## src/rtl/act_quant_pkg.sv

```systemverilog
// act_quant shared widths, word types and small arithmetic helpers.
// Rounding is selected by the ACT_QUANT_ROUND_EN macro, which is evaluated in rshift_sat.
package act_quant_pkg;

  localparam int ACC_W   = 24;
  localparam int BIAS_W  = 16;
  localparam int SHIFT_W = 5;
  localparam int OUT_W   = 8;
  localparam int CNT_W   = 16;
  localparam int SUM_W   = 26;
  localparam int RELU_W  = SUM_W - 1;
  localparam int OUT_MAX = 255;

  typedef logic signed [SUM_W-1:0] sum_t;
  typedef logic [RELU_W-1:0]       relu_t;
  typedef logic [OUT_W-1:0]        out_t;
  typedef logic [SHIFT_W-1:0]      shift_t;
  typedef logic [CNT_W-1:0]        cnt_t;

  function automatic sum_t bias_add(input logic [ACC_W-1:0] acc,
                                    input logic signed [BIAS_W-1:0] bias);
    sum_t acc_ext;
    sum_t bias_ext;
    acc_ext  = $signed({{(SUM_W-ACC_W){1'b0}}, acc});
    bias_ext = $signed({{(SUM_W-BIAS_W){bias[BIAS_W-1]}}, bias});
    return acc_ext + bias_ext;
  endfunction

  function automatic relu_t relu(input sum_t s);
    if (s[SUM_W-1]) begin
      return '0;
    end else begin
      return s[RELU_W-1:0];
    end
  endfunction

  // Saturating increment: the counter sticks at all-ones.
  function automatic cnt_t sat_inc(input cnt_t c);
    if (&c) begin
      return c;
    end else begin
      return c + {{(CNT_W-1){1'b0}}, 1'b1};
    end
  endfunction

endpackage

```

## src/rtl/act_quant_rshift_sat.sv

```systemverilog
// rshift_sat: combinational stage-2 datapath, ReLU value -> shifted, clamped activation.
// Macro ACT_QUANT_ROUND_EN selects round-half-up; undefined means truncation.
module rshift_sat
  import act_quant_pkg::*;
(
  input  logic [RELU_W-1:0]  r,
  input  logic [SHIFT_W-1:0] shift,
  output logic [OUT_W-1:0]   out_data,
  output logic               sat_flag
);

  // Wide enough that r + 2^30 can never overflow before the shift.
  localparam int EXT_W = 33;

  logic [EXT_W-1:0] ext_s;
  logic [EXT_W-1:0] rnd_s;
  logic [EXT_W-1:0] q_s;

  // Rounding term for the current shift amount.
  always_comb begin
`ifdef ACT_QUANT_ROUND_EN
    if (shift != '0) begin
      rnd_s = {{(EXT_W-1){1'b0}}, 1'b1} << (shift - shift_t'(1));
    end else begin
      rnd_s = '0;
    end
`else
    rnd_s = '0;
`endif
  end

  // Shift and clamp to the unsigned output range.
  always_comb begin
    ext_s    = {{(EXT_W-RELU_W){1'b0}}, r};
    q_s      = (ext_s + rnd_s) >> shift;
    sat_flag = |q_s[EXT_W-1:OUT_W];
    if (sat_flag) begin
      out_data = out_t'(OUT_MAX);
    end else begin
      out_data = q_s[OUT_W-1:0];
    end
  end

endmodule

```

## src/rtl/act_quant.sv

```systemverilog
// act_quant: 2-stage bias/ReLU/shift/saturate output stage with valid/ready on both sides.
// Build with ACT_QUANT_ROUND_EN defined for round-half-up, otherwise truncation.
module act_quant
  import act_quant_pkg::*;
(
  input  logic                     clk,
  input  logic                     reset,
  input  logic                     in_valid,
  output logic                     in_ready,
  input  logic [ACC_W-1:0]         in_acc,
  input  logic signed [BIAS_W-1:0] in_bias,
  input  logic [SHIFT_W-1:0]       in_shift,
  output logic                     out_valid,
  input  logic                     out_ready,
  output logic [OUT_W-1:0]         out_data,
  input  logic                     clr_stats,
  output logic [CNT_W-1:0]         sat_count
);

  logic   s1_valid_r;
  sum_t   sum_r;
  shift_t shift_r;
  logic   out_valid_r;
  out_t   out_data_r;
  logic   sat_r;
  cnt_t   cnt_r;

  logic   adv1_s;
  logic   adv2_s;
  logic   out_xfer_s;
  relu_t  relu_s;
  out_t   q_data_s;
  logic   q_sat_s;

  // Pipeline advance: an empty stage always accepts, so bubbles collapse.
  always_comb begin
    adv2_s     = !out_valid_r || out_ready;
    adv1_s     = !s1_valid_r || adv2_s;
    out_xfer_s = out_valid_r && out_ready;
    relu_s     = relu(sum_r);
  end

  assign in_ready  = adv1_s;
  assign out_valid = out_valid_r;
  assign out_data  = out_data_r;
  assign sat_count = cnt_r;

  // Stage 1: bias add.
  always_ff @(posedge clk or negedge reset) begin
    if (!reset) begin
      s1_valid_r <= 1'b0;
      sum_r      <= '0;
      shift_r    <= '0;
    end else if (adv1_s) begin
      s1_valid_r <= in_valid;
      if (in_valid) begin
        sum_r   <= bias_add(in_acc, in_bias);
        shift_r <= in_shift;
      end
    end
  end

  rshift_sat u_rshift_sat (
    .r        (relu_s),
    .shift    (shift_r),
    .out_data (q_data_s),
    .sat_flag (q_sat_s)
  );

  // Stage 2: holds the result stable until downstream takes it.
  always_ff @(posedge clk or negedge reset) begin
    if (!reset) begin
      out_valid_r <= 1'b0;
      out_data_r  <= '0;
      sat_r       <= 1'b0;
    end else if (adv2_s) begin
      out_valid_r <= s1_valid_r;
      if (s1_valid_r) begin
        out_data_r <= q_data_s;
        sat_r      <= q_sat_s;
      end
    end
  end

  // Saturation-event counter; a clear beats a same-edge increment.
  always_ff @(posedge clk or negedge reset) begin
    if (!reset) begin
      cnt_r <= '0;
    end else if (clr_stats) begin
      cnt_r <= '0;
    end else if (out_xfer_s && sat_r) begin
      cnt_r <= sat_inc(cnt_r);
    end
  end

endmodule

```

## config.mk

```make
export PLATFORM = sky130hd
export DESIGN_NAME = act_quant
export DESIGN_NICKNAME = d
export VERILOG_FILES = /design/src/rtl/act_quant_pkg.sv /design/src/rtl/act_quant_rshift_sat.sv /design/src/rtl/act_quant.sv
export SDC_FILE = /design/constraint.sdc
export NUM_CORES = 1
export LEC_CHECK = 0
export CAP_MARGIN = 10
export CORE_ASPECT_RATIO = 1.1
export CORE_UTILIZATION = 30
export CTS_BUF_LIST = sky130_fd_sc_hd__clkbuf_8 sky130_fd_sc_hd__clkbuf_16
export DETAILED_ROUTE_END_ITERATION = 16
export PLACE_DENSITY = 0.53
export REMOVE_ABC_BUFFERS = 1
export SYNTH_ARGS = -nofsm -noshare
export SYNTH_HDL_FRONTEND = slang
export SYNTH_SLANG_ARGS = --single-unit
```

## constraint.sdc

```tcl
create_clock -name clk -period 2.83 [get_ports clk]
set_clock_uncertainty 0.1 [all_clocks]
set_input_delay 0.566 -clock clk [delete_from_list [all_inputs] [get_ports clk]]
set_output_delay 0.566 -clock clk [all_outputs]
set_load 0.02 [all_outputs]
```

==> qor.csv <==
stage,metric,value,unit
logic_synthesis,synth.distinct_cells,65,
layout,syn2layout_area_growth,42.1,%
place,post_dp_cell_area,0.00644,mm²
global_route,overflow,0,
floorplan,die_x,124,µm
setup_path,start_kind,primary input,
clock_tree,cts_htree_levels,3,
floorplan,io_pins,76,
logic_synthesis,synth_top_area_share,29.7,%
logic_synthesis,yosysWarnings,0,
clock_tree,clkSinkCount,58,
power_and_ir_drop,power.leakage,3.01,nW
timing,fin_tns_setup,0,ps
route,avgRoutedWirePerCell,14.4,µm
timing,fin_crit,2720,ps
layout,final_cells,937,
outcome,outcome,"complete, no violations",
logic_synthesis,avgSynthCellArea,8.38,µm²
timing,max_freq,367,MHz
route,vias_per_cell,5.17,
global_route,grt_first_pass_wirelength,22700,µm
logic_synthesis,netlist_area,0.00488,mm²
power_and_ir_drop,max-vdd-ir-drop,0.000262,V
global_route,grt_usage,16.9,%
route,drc,0,
clock_tree,cts_buffer_depth,2,
floorplan,start_util,30.9,%
logic_synthesis,syn_inst,583,
layout,final_area,0.00694,mm²
power_and_ir_drop,totalPowerFinal,3.79,mW
global_route,grt_pass1_vias,4886,
place,dp.cells,915,
logic_synthesis,yosys_register_bits,58,
setup_path,critPathKind,in -> reg,
job,drv_cap,0,
route,ant_nets,0,
logic_synthesis,synth_ff_type,dfrtp_1,
setup_path,cp.required,2940,ps
setup_path,worstPathArrival,2840,ps
layout,nets,810,
timing,timing.final.crit_share,96.2,%
clock_tree,cts_tree,built,
floorplan,die_height,136,µm
floorplan,coreArea,0.0158,mm²
route,drt_iter0_markers,213,
worst_hold_path,hold_path.class,in -> async,
logic_synthesis,synth_seq_area_share,29.7,%
floorplan,num_rows,48,
clock_tree,cts_root_buffer,clkbuf_16,
route,via_count,4847,
layout,antenna_cells,0,
clock_tree,path_clk_slew,50,ps
layout,final_cell_mix,"buf_4 (91), nand2_1 (82), clkdlybuf4s50_1 (67)",
timing,setup_violations,0,
timing,tightest_slew,721,ps
timing,relSlewSlack,52.0,%
place,hpwlAfterDp,10600,µm
clock_tree,clock_latency,330,ps
layout,drive_above_1_share,21.0,%
logic_synthesis,async_flop_share,100,%
power_and_ir_drop,power_density,546,mW/mm²
timing,hold_viol_final,0,
global_route,grt_max_degree,32,
place,gp_congestion,0.816,
logic_synthesis,netlist_top_cells_area,"dfrtp_1 (30%), mux2i_1 (6.8%), ha_1 (6.7%)",
timing,timing.final.max_slew_violations,0,
floorplan,die_area,0.0168,mm²
setup_path,critPathMaxFanout,5,
route,finalWirelength,13500,µm
clock_tree,numCtsBuffers,9,
global_route,antenna_found_initial,0,
logic_synthesis,yosysTopAreaCell,dfrtp_1,
route,drt_pre_antenna_iters,4,
setup_path,end_kind,flop,
layout,final_common_cell,buf_4,
clock_tree,postCtsHoldBufs,0,
place,io_buffers,75,
logic_synthesis,synth-edff-count,0,
power breakdown:
part           switching [mW]  internal, mW
clock                   0.357         0.625
combinational           0.805         0.828
sequential              0.188         0.988
total                    1.35          2.44
flip-flops by register name, indices dropped and copies added, names as in the netlist:
signal / cells
out_data: 8
out_valid: 1
s1_valid_r: 1
sat_count: 16
sat_r: 1
shift_r: 5
sum_r: 26
synthesized netlist by cell type (5+ instances only):
cell,n
a211oi_1,6
ha_1,26
or3_1,8
a21o_1,5
dfrtp_1,58
and3_1,8
o211ai_1,9
xor2_1,13
nand3_1,16
clkbuf_1,15
xnor2_1,11
nor3_1,14
mux2i_1,33
a21oi_1,37
buf_2,9
inv_1,19
mux4_2,8
o31ai_1,6
nand4_1,11
nand2_1,82
a31oi_1,8
nor2b_1,7
and2_1,7
o21a_1,8
nor2_1,43
o21ai_0,40
buf_1,5
final timing paths:
| path | startpoint | slack [ps] | depth (start not counted) | end |
|---|---|---|---|---|
| max in group asynchronous | reset | 1840 | 2 | sum_r[22] |
| hold reg to reg | s1_valid_r | 390 | 1 | out_valid |
| setup reg to reg | shift_r[2] | 250 | 8 | out_data[4] |
| setup / recovery | in_bias[0] | 110 | 12 | sum_r[20] |
| min in group clk | s1_valid_r | 390 | 1 | out_valid |
| hold / removal | reset | 190 | 1 | sat_count[12] |
critical path, stage by stage:
cell,delay [ps]
dlygate4sd2_1,240
ha_2,190
inv_2,50
fa_2,220
nor2b_4,50
o2111a_2,290
o2111ai_4,250
a31oi_4,150
buf_6,140
a211oi_4,320
nor4_2,100
a211o_1,280
layer usage:
metal	wire [µm]	GRT usage, %
met1	6240	21.2
met2	6560	28.7
met3	403	2.73
met4	324	6.49
met5	0	0
cell type report:
| cell class | instances | area [µm²] |
|---|---|---|
| fillers | 1541 | 8860 |
| multi-input cells | 473 | 3380 |
| repair buffers | 170 | 1510 |
| flip-flops and latches | 58 | 1450 |
| clock buffers | 11 | 253 |
| well taps | 200 | 250 |
| inverters | 21 | 78.8 |
| clock inverters | 4 | 18.8 |
per-stage QoR:
step | hold WS [ps] | setup WS (ps) | util (%)
floorplan | 170 | -159 | -
global placement | 359 | -545 | 40.8
detailed placement | 372 | -630 | 40.8
CTS | 208 | 30.9 | 43.1
global route | 238 | -17.9 | 43.9
finish | 186 | 108 | 43.9
cell families after synthesis:
| group | Yosys count | share of synthesized area (%) |
|---|---|---|
| and+or+nand+nor | 214 | 20.8 |
| buffers and inverters | 52 | 4.38 |
| muxes | 45 | 11.7 |
| xor gates and xnor gates | 24 | 4.30 |
| DFF | 58 | 29.7 |
| AOI/OAI and AO/OA | 163 | 22.0 |
| adders and majority gates | 27 | 7.07 |
what timing repair did:
action / CTS / global route
cloned: 0 / 0
endpoints found under the setup margin: 7 / 13
pin swaps: 10 / 11
resized for setup: 17 / 27
endpoints found under the hold margin: 0 / 0
buffers inserted: 5 / 2
No activity file was read; power rests on OpenSTA's default activity.
